## src/rtl/vend_coin_feeder.sv

```systemverilog
// Coin feeder for a fixed-price (20 unit) vending item: issues nickels/dimes one per
// two cycles, checks the machine's dispense/change response and reports done or error.
module vend_coin_feeder (
   input  logic       clk,
   input  logic       rst_n,
   input  logic       start,
   input  logic       prefer_nickel,
   input  logic [3:0] nickels_avail,
   input  logic [3:0] dimes_avail,
   input  logic       abort,
   output logic [1:0] coin,
   input  logic       dispense,
   input  logic       chg5,
   output logic       busy,
   output logic       done,
   output logic       got_change,
   output logic       err,
   output logic [1:0] err_code,
   output logic [2:0] coins_used
);

   typedef enum logic [2:0] {S_IDLE, S_COIN, S_GAP, S_DONE, S_ERR} state_t;

   localparam logic [1:0] C_NONE   = 2'b00;
   localparam logic [1:0] C_NICKEL = 2'b01;
   localparam logic [1:0] C_DIME   = 2'b10;

   localparam logic [1:0] E_NONE     = 2'b00;
   localparam logic [1:0] E_EXHAUST  = 2'b01;
   localparam logic [1:0] E_NODISP   = 2'b10;
   localparam logic [1:0] E_PROTOCOL = 2'b11;

   // Price and paid amount are counted in 5-unit steps.
   localparam logic [2:0] PRICE_STEPS = 3'd4;
   localparam logic [2:0] OVER_STEPS  = 3'd5;

   state_t     state_q;
   logic [1:0] coin_q;
   logic       done_q;
   logic       err_q;
   logic       got_q;
   logic [1:0] code_q;
   logic [2:0] used_q;
   logic [2:0] paid_q;
   logic [3:0] nick_q;
   logic [3:0] dime_q;
   logic       pref_q;

   logic [2:0] paid_d;
   logic [3:0] nick_d;
   logic [3:0] dime_d;
   logic [2:0] used_d;
   logic [1:0] first_coin_d;
   logic [1:0] next_coin_d;

   function automatic logic [1:0] pick_coin(input logic pref, input logic [3:0] n,
                                            input logic [3:0] d);
      logic [1:0] c;
      c = C_NONE;
      if (pref) begin
         if (n != 4'd0)      c = C_NICKEL;
         else if (d != 4'd0) c = C_DIME;
      end else begin
         if (d != 4'd0)      c = C_DIME;
         else if (n != 4'd0) c = C_NICKEL;
      end
      return c;
   endfunction

   always_comb begin
      paid_d       = paid_q + ((coin_q == C_DIME) ? 3'd2 : 3'd1);
      nick_d       = (coin_q == C_NICKEL) ? nick_q - 4'd1 : nick_q;
      dime_d       = (coin_q == C_DIME)   ? dime_q - 4'd1 : dime_q;
      used_d       = used_q + 3'd1;
      first_coin_d = pick_coin(prefer_nickel, nickels_avail, dimes_avail);
      next_coin_d  = pick_coin(pref_q, nick_q, dime_q);
   end

   always_ff @(posedge clk or negedge rst_n) begin
      if (!rst_n) begin
         state_q <= S_IDLE;
         coin_q  <= C_NONE;
         done_q  <= 1'b0;
         err_q   <= 1'b0;
         got_q   <= 1'b0;
         code_q  <= E_NONE;
         used_q  <= 3'd0;
         paid_q  <= 3'd0;
         nick_q  <= 4'd0;
         dime_q  <= 4'd0;
         pref_q  <= 1'b0;
      end else begin
         coin_q <= C_NONE;
         done_q <= 1'b0;
         err_q  <= 1'b0;
         unique case (state_q)
            S_IDLE: begin
               if (start) begin
                  pref_q <= prefer_nickel;
                  nick_q <= nickels_avail;
                  dime_q <= dimes_avail;
                  paid_q <= 3'd0;
                  used_q <= 3'd0;
                  got_q  <= 1'b0;
                  code_q <= E_NONE;
                  if (first_coin_d != C_NONE) begin
                     coin_q  <= first_coin_d;
                     state_q <= S_COIN;
                  end else begin
                     err_q   <= 1'b1;
                     code_q  <= E_EXHAUST;
                     state_q <= S_ERR;
                  end
               end
            end
            S_COIN: begin
               // The coin on the bus this cycle is always booked, even when aborting.
               nick_q <= nick_d;
               dime_q <= dime_d;
               paid_q <= paid_d;
               used_q <= used_d;
               if (abort) begin
                  state_q <= S_IDLE;
               end else if (paid_d < PRICE_STEPS) begin
                  if (dispense || chg5) begin
                     err_q   <= 1'b1;
                     code_q  <= E_PROTOCOL;
                     state_q <= S_ERR;
                  end else begin
                     state_q <= S_GAP;
                  end
               end else if (!dispense) begin
                  err_q   <= 1'b1;
                  code_q  <= E_NODISP;
                  state_q <= S_ERR;
               end else if (chg5 != (paid_d == OVER_STEPS)) begin
                  err_q   <= 1'b1;
                  code_q  <= E_PROTOCOL;
                  state_q <= S_ERR;
               end else begin
                  done_q  <= 1'b1;
                  got_q   <= chg5;
                  state_q <= S_DONE;
               end
            end
            S_GAP: begin
               if (abort) begin
                  state_q <= S_IDLE;
               end else if (next_coin_d != C_NONE) begin
                  coin_q  <= next_coin_d;
                  state_q <= S_COIN;
               end else begin
                  err_q   <= 1'b1;
                  code_q  <= E_EXHAUST;
                  state_q <= S_ERR;
               end
            end
            S_DONE:  state_q <= S_IDLE;
            S_ERR:   state_q <= S_IDLE;
            default: state_q <= S_IDLE;
         endcase
      end
   end

   assign coin       = coin_q;
   assign busy       = (state_q != S_IDLE);
   assign done       = done_q;
   assign err        = err_q;
   assign got_change = got_q;
   assign err_code   = code_q;
   assign coins_used = used_q;

endmodule

```

## config.mk

```make
export PLATFORM = sky130hd
export DESIGN_NAME = vend_coin_feeder
export DESIGN_NICKNAME = d
export VERILOG_FILES = /design/src/rtl/vend_coin_feeder.sv
export SDC_FILE = /design/constraint.sdc
export NUM_CORES = 1
export LEC_CHECK = 0
export CAP_MARGIN = 20
export CORE_UTILIZATION = 40
export DETAILED_ROUTE_END_ITERATION = 7
export GPL_ROUTABILITY_DRIVEN = 0
export HOLD_SLACK_MARGIN = 0.03
export PLACE_DENSITY = 0.7
export SYNTH_ARGS = -nofsm -noshare
export SYNTH_HDL_FRONTEND = slang
export SYNTH_SLANG_ARGS = --single-unit
```

## constraint.sdc

```tcl
create_clock -name clk -period 3.2 [get_ports clk]
set_clock_uncertainty 0.15 [all_clocks]
set_input_delay 0.64 -clock clk [delete_from_list [all_inputs] [get_ports clk]]
set_output_delay 0.64 -clock clk [all_outputs]
set_load 0.005 [all_outputs]
```

==> flow_summary_export.csv <==
group,metric,value,unit
yosys,yosysUniqueCellTypes,44,
clock_tree,cts_tree,"yes",
yosys,synthDominantCellAreaShare,42.99,%
route,viasPerCell,5.366,
worst_setup_path,worst_ep_arrival_time,2820,ps
yosys,avgSynthCellArea,9.328,µm²
worst_setup_path,cp_slowest_stage_delay,420,ps
sta,relSlewSlack,57.87,%
global_route,grt_use_total,17.83,%
route,wl,3189,µm
worst_setup_path,cp_cell_sequence,"nand2b_1 -> ha_1 -> inv_1 -> fa_1 -> xnor2_1 -> nor3_1 -> a31oi_1 -> o211ai_1 -> mux2_1",
clock_tree,numCtsBuffers,3,
cells_and_area,antenna_cells,0,
clock_tree,clkTransAtPathRegs,140,ps
die,row_count,21,
route,drc_errors,0,
route,post_drt_wl_per_cell,14.05,µm
sta,fmax,0.3628,GHz
yosys,netlist_top_cells_area,"dfrtp_1, nand2_1, o21ai_0, ha_1, inv_1",
worst_setup_path,cp_num_buf_inv,1,
power,p_leak,0.0007583,µW
worst_setup_path,cp_max_fo,4,
die,start_util,42.60,%
yosys,ys_async_sr_fraction,100.0,%
place,io_buffers,25,
die,pin_count,26,
yosys,yosysSeqAreaShare,42.99,%
clock_tree,cts_resized,0,
yosys,yosys_warnings,0,
cells_and_area,syn2layout_area_growth,21.67,%
sta,hold_violations,0,
yosys,synth_cells,156,
worst_setup_path,critPathKind,"flop to flop",
worst_setup_path,cp_slowest_cell,"dfrtp_1",
sta,setup_violations,0,
route,vias,1218,
cells_and_area,layout-drive-gt1-share,7.182,%
sta,tightest_slew,630.4,ps
clock_tree,cts_sinks,25,
global_route,antenna_found_initial,0,
run_status,status,"finished clean",
clock_tree,htreeDepth,1,
cells_and_area,final_cell_mix,"dfrtp_1, clkdlybuf4s50_1, nand2_1, o21ai_0, inv_1",
die,core_area,0.003416,mm²
sta,finalCritPeriodShare,86.14,%
route,drt_pre_antenna_iters,4,
power,ir_worst_vdd,0.0003438,V
route,ant_nets,0,
yosys,synth_flop_cell,"dfrtp_1",
sta,tns,0,ps
die,die-area,0.003883,mm²
cells_and_area,nets,202,
global_route,grt_pass1_wl,5533,µm
clock_tree,clock-root-buffer,"clkbuf_4",
clock_tree,clockBufferDepth,2,
clock_tree,clock_latency,310,ps
sta,post-route-min-period,2756,ps
hold_path,min_path_type,"flop to flop",
sta,timing.hold.ws,359.4,ps
yosys,yosysTopAreaCell,"dfrtp_1",
worst_setup_path,critPathRequiredTime,3260,ps
global_route,gr-total-overflow,0,
global_route,grt_pass1_vias,1257,
worst_setup_path,cp_top_family,"adder cells",
cells_and_area,fillers,321,
power,p_per_area,826.3,mW/mm²
worst_setup_path,cp-end-kind,"flop",
die,die_width,62.32,µm
yosys,synth_edf_count,0,
yosys,syn_nets,176,
worst_setup_path,cp-start-kind,"flop",
place,hpwl,2406,µm
yosys,syn_area,0.001455,mm²
clock_tree,post_cts_buffers,0,
sta,rsz0062_at_grt,"no",
route,drt_iter0_drc,36,
yosys,ys_ff_latch,25,
die,die_y,62.32,µm
global_route,grt_start_max_net_pins,26,
clock_tree,holdBufCountCts,0,
sta,slew_violations,0,
flow_run,drv_cap,0,
through the flow:
| step | setup slack [ps] | cell area [µm²] | utilization, % | total power [µW] | instances |
|---|---|---|---|---|---|
| final | 443.6 | 1770 | 51.83 | 1463 | 227 |
| after floorplan | 705.6 | 1455 | - | 1083 | 156 |
| after CTS | 440.4 | 1770 | 51.83 | 1473 | 227 |
| after global placement | 611.3 | 1744 | 51.06 | 1286 | 223 |
| after global routing | 236.3 | 1770 | 51.83 | 1595 | 227 |
| after detailed placement | 472.8 | 1744 | 51.06 | 1326 | 223 |
per-layer routing:
layer	track usage (%)	share of wire, %	wire length (µm)
met1	22.63	46	1467
met2	29.53	49	1574
met3	2.757	3.1	100
met4	8.721	1.5	47
met5	0	0	0
power breakdown:
part | leakage (µW) | total (µW) | internal, µW | switching, µW
Clock | 0.0000150 | 143 | 48.7 | 93.9
Combinational | 0.000422 | 765 | 360 | 405
Sequential | 0.000322 | 555 | 438 | 117
state kept, by name, summed over array words and instances, names as in the netlist:
register and count:
dime_q 4, done 1, err_code 2, state_q 3
coins_used 3, coin 2, err 1, got_change 1
nick_q 4, paid_q 3, pref_q 1
worst register-to-register path: stages, from the launching register on:
cell and delay (ps):
dfrtp_1 420, nand2b_1 220, ha_1 190, inv_1 50
fa_1 420, xnor2_1 300, nor3_1 80, a31oi_1 290
o211ai_1 200, mux2_1 350
worst paths after layout:
| kind | from | end | slack (ps) | depth (start not counted) |
|---|---|---|---|---|
| setup / recovery | coin[0] | err_code[0] | 440 | 9 |
| hold / removal | coins_used[2] | coins_used[2] | 360 | 1 |
| setup reg to reg | coin[0] | err_code[0] | 440 | 9 |
| hold reg to reg | coins_used[2] | coins_used[2] | 360 | 1 |
| max in group asynchronous | rst_n | coins_used[0] | 2140 | 2 |
| min in group asynchronous | rst_n | err | 520 | 2 |
synthesized netlist by cell type, types with 2 or more instances:
cell type,instances
and2_1,2
o21ai_0,13
nor2_1,9
xnor2_1,2
nand2_1,20
nand2b_1,2
or3_1,3
dfrtp_1,25
o31ai_1,3
a22o_1,2
buf_4,2
nor3b_2,2
nor3_1,5
buf_2,3
ha_1,4
nand3_1,8
a21oi_1,8
o221ai_1,2
o2bb2ai_1,2
a211oi_1,2
inv_1,12
nor3b_1,3
final cells by class:
| type | count | area (µm²) | area share (%) |
|---|---|---|---|
| clock buffers | 4 | 26.28 | 1.484 |
| inverters | 12 | 45.04 | 2.544 |
| multi-input cells | 113 | 750.7 | 42.40 |
| well taps | 46 | 57.56 | 3.251 |
| flip-flops and latches | 25 | 625.6 | 35.34 |
| repair buffers | 27 | 265.3 | 14.98 |
kinds of logic after synthesis:
group | synth area share [%]
compound gates | 19.69
buf+inv | 5.416
simple gates | 24.42
flops | 42.99
xor+xnor | 1.204
fa+ha+maj | 4.815
mux | 1.462
Power figures use the tool's default switching activity.
==> edit: new RTL, config.mk and constraints unchanged <==
Register the input `dimes_avail` before use, without a reset. The logic sees it one clock later. The other inputs are not delayed to match.
--- a/src/rtl/vend_coin_feeder.sv
+++ b/src/rtl/vend_coin_feeder.sv
@@ -34,4 +34,10 @@
    localparam logic [2:0] PRICE_STEPS = 3'd4;
    localparam logic [2:0] OVER_STEPS  = 3'd5;
+
+   logic [3:0] dimes_avail_q;
+
+   always_ff @(posedge clk) begin
+      dimes_avail_q <= dimes_avail;
+   end
 
    state_t     state_q;
@@ -73,5 +79,5 @@
       dime_d       = (coin_q == C_DIME)   ? dime_q - 4'd1 : dime_q;
       used_d       = used_q + 3'd1;
-      first_coin_d = pick_coin(prefer_nickel, nickels_avail, dimes_avail);
+      first_coin_d = pick_coin(prefer_nickel, nickels_avail, dimes_avail_q);
       next_coin_d  = pick_coin(pref_q, nick_q, dime_q);
    end
@@ -99,5 +105,5 @@
                   pref_q <= prefer_nickel;
                   nick_q <= nickels_avail;
-                  dime_q <= dimes_avail;
+                  dime_q <= dimes_avail_q;
                   paid_q <= 3'd0;
                   used_q <= 3'd0;
Function: changed (a bounded check fails within 4 cycles, from zero or initial values and one cycle with rst_n low).
==> edit against the unedited design <==
Sequential cell count is 4 higher. Sequential power grew 10%. Largest power group unchanged. Power is 21% higher. Fmax is 13% higher. Non-clock buffer count is the same. Critical endpoint unchanged. Largest cell class unchanged. Global-route usage grew 0.30 points. Wire length is 0.75% higher. Area after synthesis is 5.4% higher. Worst setup slack gained 320 ps. Count of clock-buffer cells in the layout grew 2. Cell area grew 8.1%. Critical path type unchanged.
==> edit: results (changes against the unedited design) <==
Wl on met1 - 1.37 mm (-6.9%)
Syn_nets - 185 (+5.1%)
Met2 wirelength from detailed routing - 1.69 mm (+7.2%)
Ant diodes - 0 (unchanged)
Met3 WL - 123 um (+23%)
Seq group - 612 uW (+10%)
Vias in the first global route - 1,270 (+1.0%)
Yosys cell types - 42 (-4.5%)
R2R depth - 8 (-1)
Inserted Clock Buffers - 5 (+2)
Final instance area - 1910 um2 (+8.1%)
GR Util met3 - 0.0554 (+0.0278)
First-pass GRT wire length - 5.55 mm (+0.38%)
Multi-input gate area - 733 um2 (-2.3%)
Comb power - 794 uW (+3.8%)
Die ar. - 4090 um2 (+5.2%)
Async SR Flop Fraction - 0.862 (-0.138)
Clk_lat worst skew - 290 ps (-20 ps)
Root buf cell - clkbuf_8
Vias/cell - 5.26 (-2.0%)
CTS clk-pin slew, worst paths - 70 ps (-70 ps)
Routing usage on met1 - 0.210 (-0.0158)
Synth Area in XOR/XNOR - 0.0171 (+0.00509)
Seq/Total Area, Yosys - 0.460 (+0.0301)
Worst-path maximum fanout - 3 (-1)
Net Sw Frac - 0.384 (-0.0371)
H-tree lvl count - 2 (+1)
Max VDD drop - 0.424 mV (+23%)
Leak - 0.000819 uW (+8.0%)
Share of cells above drive strength 1 - 0.0885 (+0.0167)
Data buffer area share - 0.139 (-0.0112)
Top cell family by delay on the critical path - adder cells
Slowest stage cell, crit path - dfrtp_1
Slew headroom - 0.410 (-0.169)
Initial DRC count - 37 (+2.8%)
Adder-Cell Fraction of Synth Area - 0.0457 (-0.00247)
GR Util met2 - 0.301 (+0.00520)
CTS Sinks - 29 (+16%)
Synth area leaders - dfrtp_1, nand2_1, dfxtp_1
#MultiIn Comb - 117 (+3.5%)
Largest net degree at the start of global routing - 28 (+7.7%)
Wire per inst - 13.4 um (-4.7%)
Outcome - finished clean
Fillers - 329 (+2.5%)
Sequential cell area share - 0.369 (+0.0155)
Signal inverters - 11 (-1)
DP HPWL - 2.41 mm (about the same)
Regs by FF count - dime_q x4, dimes_avail_q x4, nick_q x4
Synth Area in Compound Gates - 0.194 (-0.00278)
Post-synth top cells - dfrtp_1, nand2_1, o21ai_1
GRT Total Usage - 0.181 (+0.00299)
Non-clock buffer count - 27 (unchanged)
# clk buffers - 6 (+2)
Placed Area - 1810 um2 (+3.5%)
Final clock-cell share - 0.0562 (+0.0414)
Final nets - 211 (+4.5%)
Mux contribution to synthesized area - 0.0131 (-0.00157)
Data arrival time of the worst path - 2490 ps (-330 ps)
edit: cell count changes after synthesis, moves of 2 or more:
cell | before | now
a21oi_1 | 8 | 11
a22o_1 | 2 | 0
buf_6 | 0 | 2
dfxtp_1 | 0 | 4
nand2_1 | 20 | 24
nand3_1 | 8 | 4
nor4_1 | 0 | 2
o21ai_0 | 13 | 7
o21ai_1 | 0 | 14
o2bb2ai_1 | 2 | 0
edit: worst paths after layout:
path | slack, ps | start | end
setup / recovery | 760 | coin[0] | err_code[0]
hold / removal | 340 | coins_used[2] | coins_used[2]
setup reg to reg | 760 | coin[0] | err_code[0]
hold reg to reg | 340 | coins_used[2] | coins_used[2]
max in group asynchronous | 2080 | rst_n | dime_q[1]
min in group asynchronous | 570 | rst_n | paid_q[1]
edit: per-stage QoR:
step | worst slack, ps | total power [uW] | cells
after floorplan | 957 | 1170 | 165
after global placement | 741 | 1370 | 232
after detailed placement | 698 | 1410 | 232
after CTS | 737 | 1790 | 240
after global routing | 621 | 1920 | 240
final | 760 | 1770 | 240
